File: src/rtl/pe_relay_pkg.sv
// Shared constants for the PE relay tile: default widths, occupancy width helper
// and the channel index map of the E/N/S links.
package pe_relay_pkg;

  localparam int DATA_W_DEF = 130;
  localparam int CNT_W_DEF  = 32;

  localparam int CH_EAST  = 0;
  localparam int CH_NORTH = 1;
  localparam int CH_SOUTH = 2;

  // Fill level must represent 0..DEPTH inclusive.
  function automatic int occ_width(input int depth);
    return $clog2(depth) + 1;
  endfunction

endpackage

File: src/rtl/pe_relay_fifo.sv
// One relay channel: DEPTH-entry FIFO with valid/ready ingress; the pop strobe is
// supplied by the top, which owns egress gating.
module pe_relay_fifo
  import pe_relay_pkg::*;
#(
  parameter int  DATA_W = DATA_W_DEF,
  parameter int  DEPTH  = 2,
  localparam int PTR_W  = $clog2(DEPTH),
  localparam int OCC_W  = occ_width(DEPTH)
) (
  input  logic              clk,
  input  logic              reset,
  input  logic [DATA_W-1:0] i_data,
  input  logic              i_valid,
  output logic              o_ready,
  input  logic              i_pop,
  output logic [DATA_W-1:0] o_data,
  output logic              o_nempty,
  output logic [OCC_W-1:0]  o_count
);

  localparam logic [OCC_W-1:0] FULL_LVL = OCC_W'(DEPTH);

  logic [PTR_W-1:0]  r_wr_ptr;
  logic [PTR_W-1:0]  r_rd_ptr;
  logic [OCC_W-1:0]  r_count;
  logic [DATA_W-1:0] r_mem [DEPTH];
  logic              w_push;

  // Ready depends only on stored state, so no path exists from downstream ready.
  assign o_ready  = ~reset & (r_count < FULL_LVL);
  assign w_push   = i_valid & o_ready;
  assign o_data   = r_mem[r_rd_ptr];
  assign o_nempty = (r_count != '0);
  assign o_count  = r_count;

  always_ff @(posedge clk) begin
    if (reset) begin
      r_wr_ptr <= '0;
      r_rd_ptr <= '0;
      r_count  <= '0;
      for (int i = 0; i < DEPTH; i++) r_mem[i] <= '0;
    end else begin
      if (w_push) begin
        r_mem[r_wr_ptr] <= i_data;
        r_wr_ptr        <= r_wr_ptr + 1'b1;
      end
      if (i_pop) r_rd_ptr <= r_rd_ptr + 1'b1;
      case ({w_push, i_pop})
        2'b10:   r_count <= r_count + 1'b1;
        2'b01:   r_count <= r_count - 1'b1;
        default: r_count <= r_count;
      endcase
    end
  end

endmodule

File: src/rtl/pe_relay_pipe.sv
// Relay tile carrying NUM_CH independent FIFO-buffered channels across an unused PE slot.
// Optional per-channel egress transfer counters are built when PE_RELAY_CNT_EN is defined.
module pe_relay_pipe
  import pe_relay_pkg::*;
#(
  parameter int  NUM_CH = 3,
  parameter int  DATA_W = DATA_W_DEF,
  parameter int  DEPTH  = 2,
  parameter int  CNT_W  = CNT_W_DEF,
  localparam int OCC_W  = occ_width(DEPTH)
) (
  input  logic                     clk,
  input  logic                     reset,
  input  logic                     ap_start,
  input  logic [NUM_CH*DATA_W-1:0] in_data,
  input  logic [NUM_CH-1:0]        in_valid,
  output logic [NUM_CH-1:0]        in_ready,
  output logic [NUM_CH*DATA_W-1:0] out_data,
  output logic [NUM_CH-1:0]        out_valid,
  input  logic [NUM_CH-1:0]        out_ready,
  output logic [NUM_CH*OCC_W-1:0]  occ
`ifdef PE_RELAY_CNT_EN
  ,
  output logic [NUM_CH*CNT_W-1:0]  xfer_cnt
`endif
);

  if (DEPTH < 2 || (DEPTH & (DEPTH - 1)) != 0 || CNT_W < 1) begin : g_param_chk
    $error("pe_relay_pipe: DEPTH must be a power of two >= 2 and CNT_W >= 1");
  end

  logic [NUM_CH-1:0] w_nempty;
  logic [NUM_CH-1:0] w_pop;

  // ap_start only masks egress; queued words stay put while it is low.
  assign out_valid = w_nempty & {NUM_CH{ap_start}};
  assign w_pop     = out_valid & out_ready;

  for (genvar g = 0; g < NUM_CH; g++) begin : g_ch
    pe_relay_fifo #(
      .DATA_W (DATA_W),
      .DEPTH  (DEPTH)
    ) u_fifo (
      .clk      (clk),
      .reset    (reset),
      .i_data   (in_data[g*DATA_W +: DATA_W]),
      .i_valid  (in_valid[g]),
      .o_ready  (in_ready[g]),
      .i_pop    (w_pop[g]),
      .o_data   (out_data[g*DATA_W +: DATA_W]),
      .o_nempty (w_nempty[g]),
      .o_count  (occ[g*OCC_W +: OCC_W])
    );

`ifdef PE_RELAY_CNT_EN
    logic [CNT_W-1:0] r_xfer;

    always_ff @(posedge clk) begin
      if (reset)         r_xfer <= '0;
      else if (w_pop[g]) r_xfer <= r_xfer + 1'b1;
    end

    assign xfer_cnt[g*CNT_W +: CNT_W] = r_xfer;
`endif
  end

endmodule

File: config.mk
export PLATFORM = sky130hd
export DESIGN_NAME = pe_relay_pipe
export DESIGN_NICKNAME = d
export VERILOG_FILES = /design/src/rtl/pe_relay_pkg.sv /design/src/rtl/pe_relay_fifo.sv /design/src/rtl/pe_relay_pipe.sv
export SDC_FILE = /design/constraint.sdc
export NUM_CORES = 1
export LEC_CHECK = 0
export CORE_AREA = 2 2 314 316
export CTS_CLUSTER_DIAMETER = 150
export DETAILED_ROUTE_END_ITERATION = 16
export DIE_AREA = 0 0 316 318
export PLACE_DENSITY = 0.58
export SKIP_CTS_REPAIR_TIMING = 1
export SLEW_MARGIN = 20
export SYNTH_ARGS = -nofsm -noshare
export SYNTH_HDL_FRONTEND = slang
export SYNTH_SLANG_ARGS = --single-unit
File: constraint.sdc
create_clock -name clk -period 7.65 [get_ports clk]
set_clock_uncertainty 0.1 [all_clocks]
set_input_delay 0.765 -clock clk [delete_from_list [all_inputs] [get_ports clk]]
set_output_delay 0.765 -clock clk [all_outputs]
set_load 0.05 [all_outputs]
==> results.ini <==
[sta]
min_period_ns=4.618
slew_headroom_pct=23.88
finalWorstSetupSlack_ns=3.032
tns_ns=0
post-route-period-util_pct=60.37
rsz0062_at_grt=no
final-hold-violation-count=0
fmax_mhz=216.5
setup_viol=0
slew_violations=0
worst_pin_slew_ns=1.142

[clock_network]
clkTransAtPathRegs_ns=0.06
insertion_delay_ns=0.65
cts_tree=done
clockBufferDepth=3
cts_sinks=795
cts-root-buf=clkbuf_16
h-tree-depth=3
numCtsBuffers=89

[yosys]
yosysUniqueCellTypes=27
synth_edf_count=780
yosysTopAreaCell=edfxtp_1
synthArstFlopShare_pct=0
syn_area_um2=35080
syn_area_per_cell_um2=15.59
synth_cells=2250
synth_top_area_share_pct=66.77
yosys-top-cells-area=edfxtp_1, and3_1, mux2_2
synth-seq-cells=795
syn_nets=2652
synthFlopType=edfxtp_1
yosysWarnings=0
ys_seq_area_share_pct=67.63

[floorplan]
fp.dieW_um=316
dieArea_um2=100500
die_h_um=318
row_count=115
initial_core_util_pct=36.01
ios=801
core_um2=97410

[placement]
place_area_um2=43380
port-buffer-count=800
place.gp.congestion=0.8374
place_ws_ns=3.649
dp_hpwl_mm=66.63

[power]
vdd_drop_max_mv=0.1574
power_mw=12.27
p_per_area_nw_per_um2=264.9
power_leakage_nw=19.52

[cells_and_area]
drive_gt1_share_pct=18.41
layout_commonest_cell=clkdlybuf4s50_1
nNetsFinal=3352
design_area_um2=46340
postLayoutCoreUtil_pct=47.57
layout_common_cells=clkdlybuf4s50_1, and3_1, edfxtp_1
syn2layout_area_growth_pct=32.11

[worst_setup_path]
critPathLaunchType=flip-flop
worstPathArrival_ns=3.75
crit_required_ns=6.78
cp_max_fo=75
critical_path_class=flip-flop to primary output
end_kind=primary output

[grt]
grt_pass1_wl_mm=148.4
grt_antenna_before_repair=32
grt_max_degree=139
grt_pass1_vias=22884
track_usage_pct=19.74
gr-total-overflow=0

[route]
drt-initial-drc-count=1533
ant_nets=0
avgRoutedWirePerCell_um=23.74
drc=0
vias=22176
drt_wl_total_mm=102.7
drt_first_pass_iters=5
vias_per_cell=5.126

[outcome]
status=finished, final reports clean

[min_path]
min_path_type=flip-flop to flip-flop

[job]
cap_violations=0

## synthesized netlist by cell type, types with 12 or more instances
| library cell | number |
|---|---|
| edfxtp_1 | 780 |
| clkbuf_1 | 42 |
| buf_4 | 37 |
| dfxtp_1 | 15 |
| buf_6 | 72 |
| and3_1 | 780 |
| buf_2 | 60 |
| mux2_2 | 390 |
| nor2_1 | 12 |
## stage by stage
| step | std cells | hold WS [ns] |
|---|---|---|
| floorplan | 2250 | 0.3738 |
| global placement | 4141 | 0.3968 |
| detailed placement | 4143 | 0.4064 |
| CTS | 4299 | 0.4162 |
| global route | 4320 | 0.4627 |
| finish | 4326 | 0.4199 |
## critical path: stages (launching register included)
cell             delay [ns]
dfxtp_4                1.06
buf_4                  0.75
mux2_2                 0.42
clkdlybuf4s50_1        0.76
## layer usage
metal / vias up / track usage, % / share of wire (%) / wire (um)
li1: 10085 / - / - / -
met1: 11195 / 22.22 / 38 / 38770
met2: 698 / 33.93 / 51 / 52080
met3: 176 / 6.424 / 7.9 / 8161
met4: 22 / 8.689 / 3.4 / 3543
met5: - / 0 / 0.16 / 162
## worst paths after layout
path / startpoint / endpoint / slack (ns) / cells after the start
max: flip-flop / out_data[110] / 3.03 / 3
min: g_ch[2].u_fifo.r_rd_ptr$_SDFFE_PP0P_ / flip-flop / 0.42 / 2
max reg2reg: g_ch[1].u_fifo.o_count[1]$_SDFFE_PP0P_ / g_ch[1].u_fifo.r_mem[0][34]$_SDFFCE_PN0P_ / 3.78 / 5
min reg2reg: g_ch[2].u_fifo.r_rd_ptr$_SDFFE_PP0P_ / flip-flop / 0.42 / 2
## sequential cells by signal, indices dropped and copies added, names as in the netlist, named ones only
name	count
g_ch.u_fifo.o_count	6
g_ch.u_fifo.r_mem	780
g_ch.u_fifo.r_rd_ptr	3
g_ch.u_fifo.r_wr_ptr	3
## cell families (layout without fill, tap and decap cells)
group	Yosys count	in the layout	share of synthesized area [%]
AOI/OAI and AO/OA	21	21	0.3852
xor gates and xnor gates	9	9	0.2247
adders and majority gates	3	3	0.1070
buffers and inverters	219	984	4.623
DFF	795	795	67.63
muxes	390	390	12.52
other	0	24	0
and+or+nand+nor	813	813	14.51
## where the power goes
part / internal (mW) / switching [mW] / leakage (nW)
combinational: 0.979 / 1.78 / 9.72
sequential: 5.20 / 0.136 / 8.43
clock: 2.45 / 1.72 / 1.37
total: 8.63 / 3.64 / 19.5
## area by class of cell
type / instances / area (um2)
fill: 8506 / 51070
sequential: 795 / 23730
multi-input combinational: 1236 / 9808
timing repair buffer: 825 / 8302
clock buffer: 114 / 2364
tap: 1287 / 1610
clock inverter: 42 / 452.9
antenna: 24 / 60.06
inverter: 3 / 11.26
(Power assumes the default switching activity.)
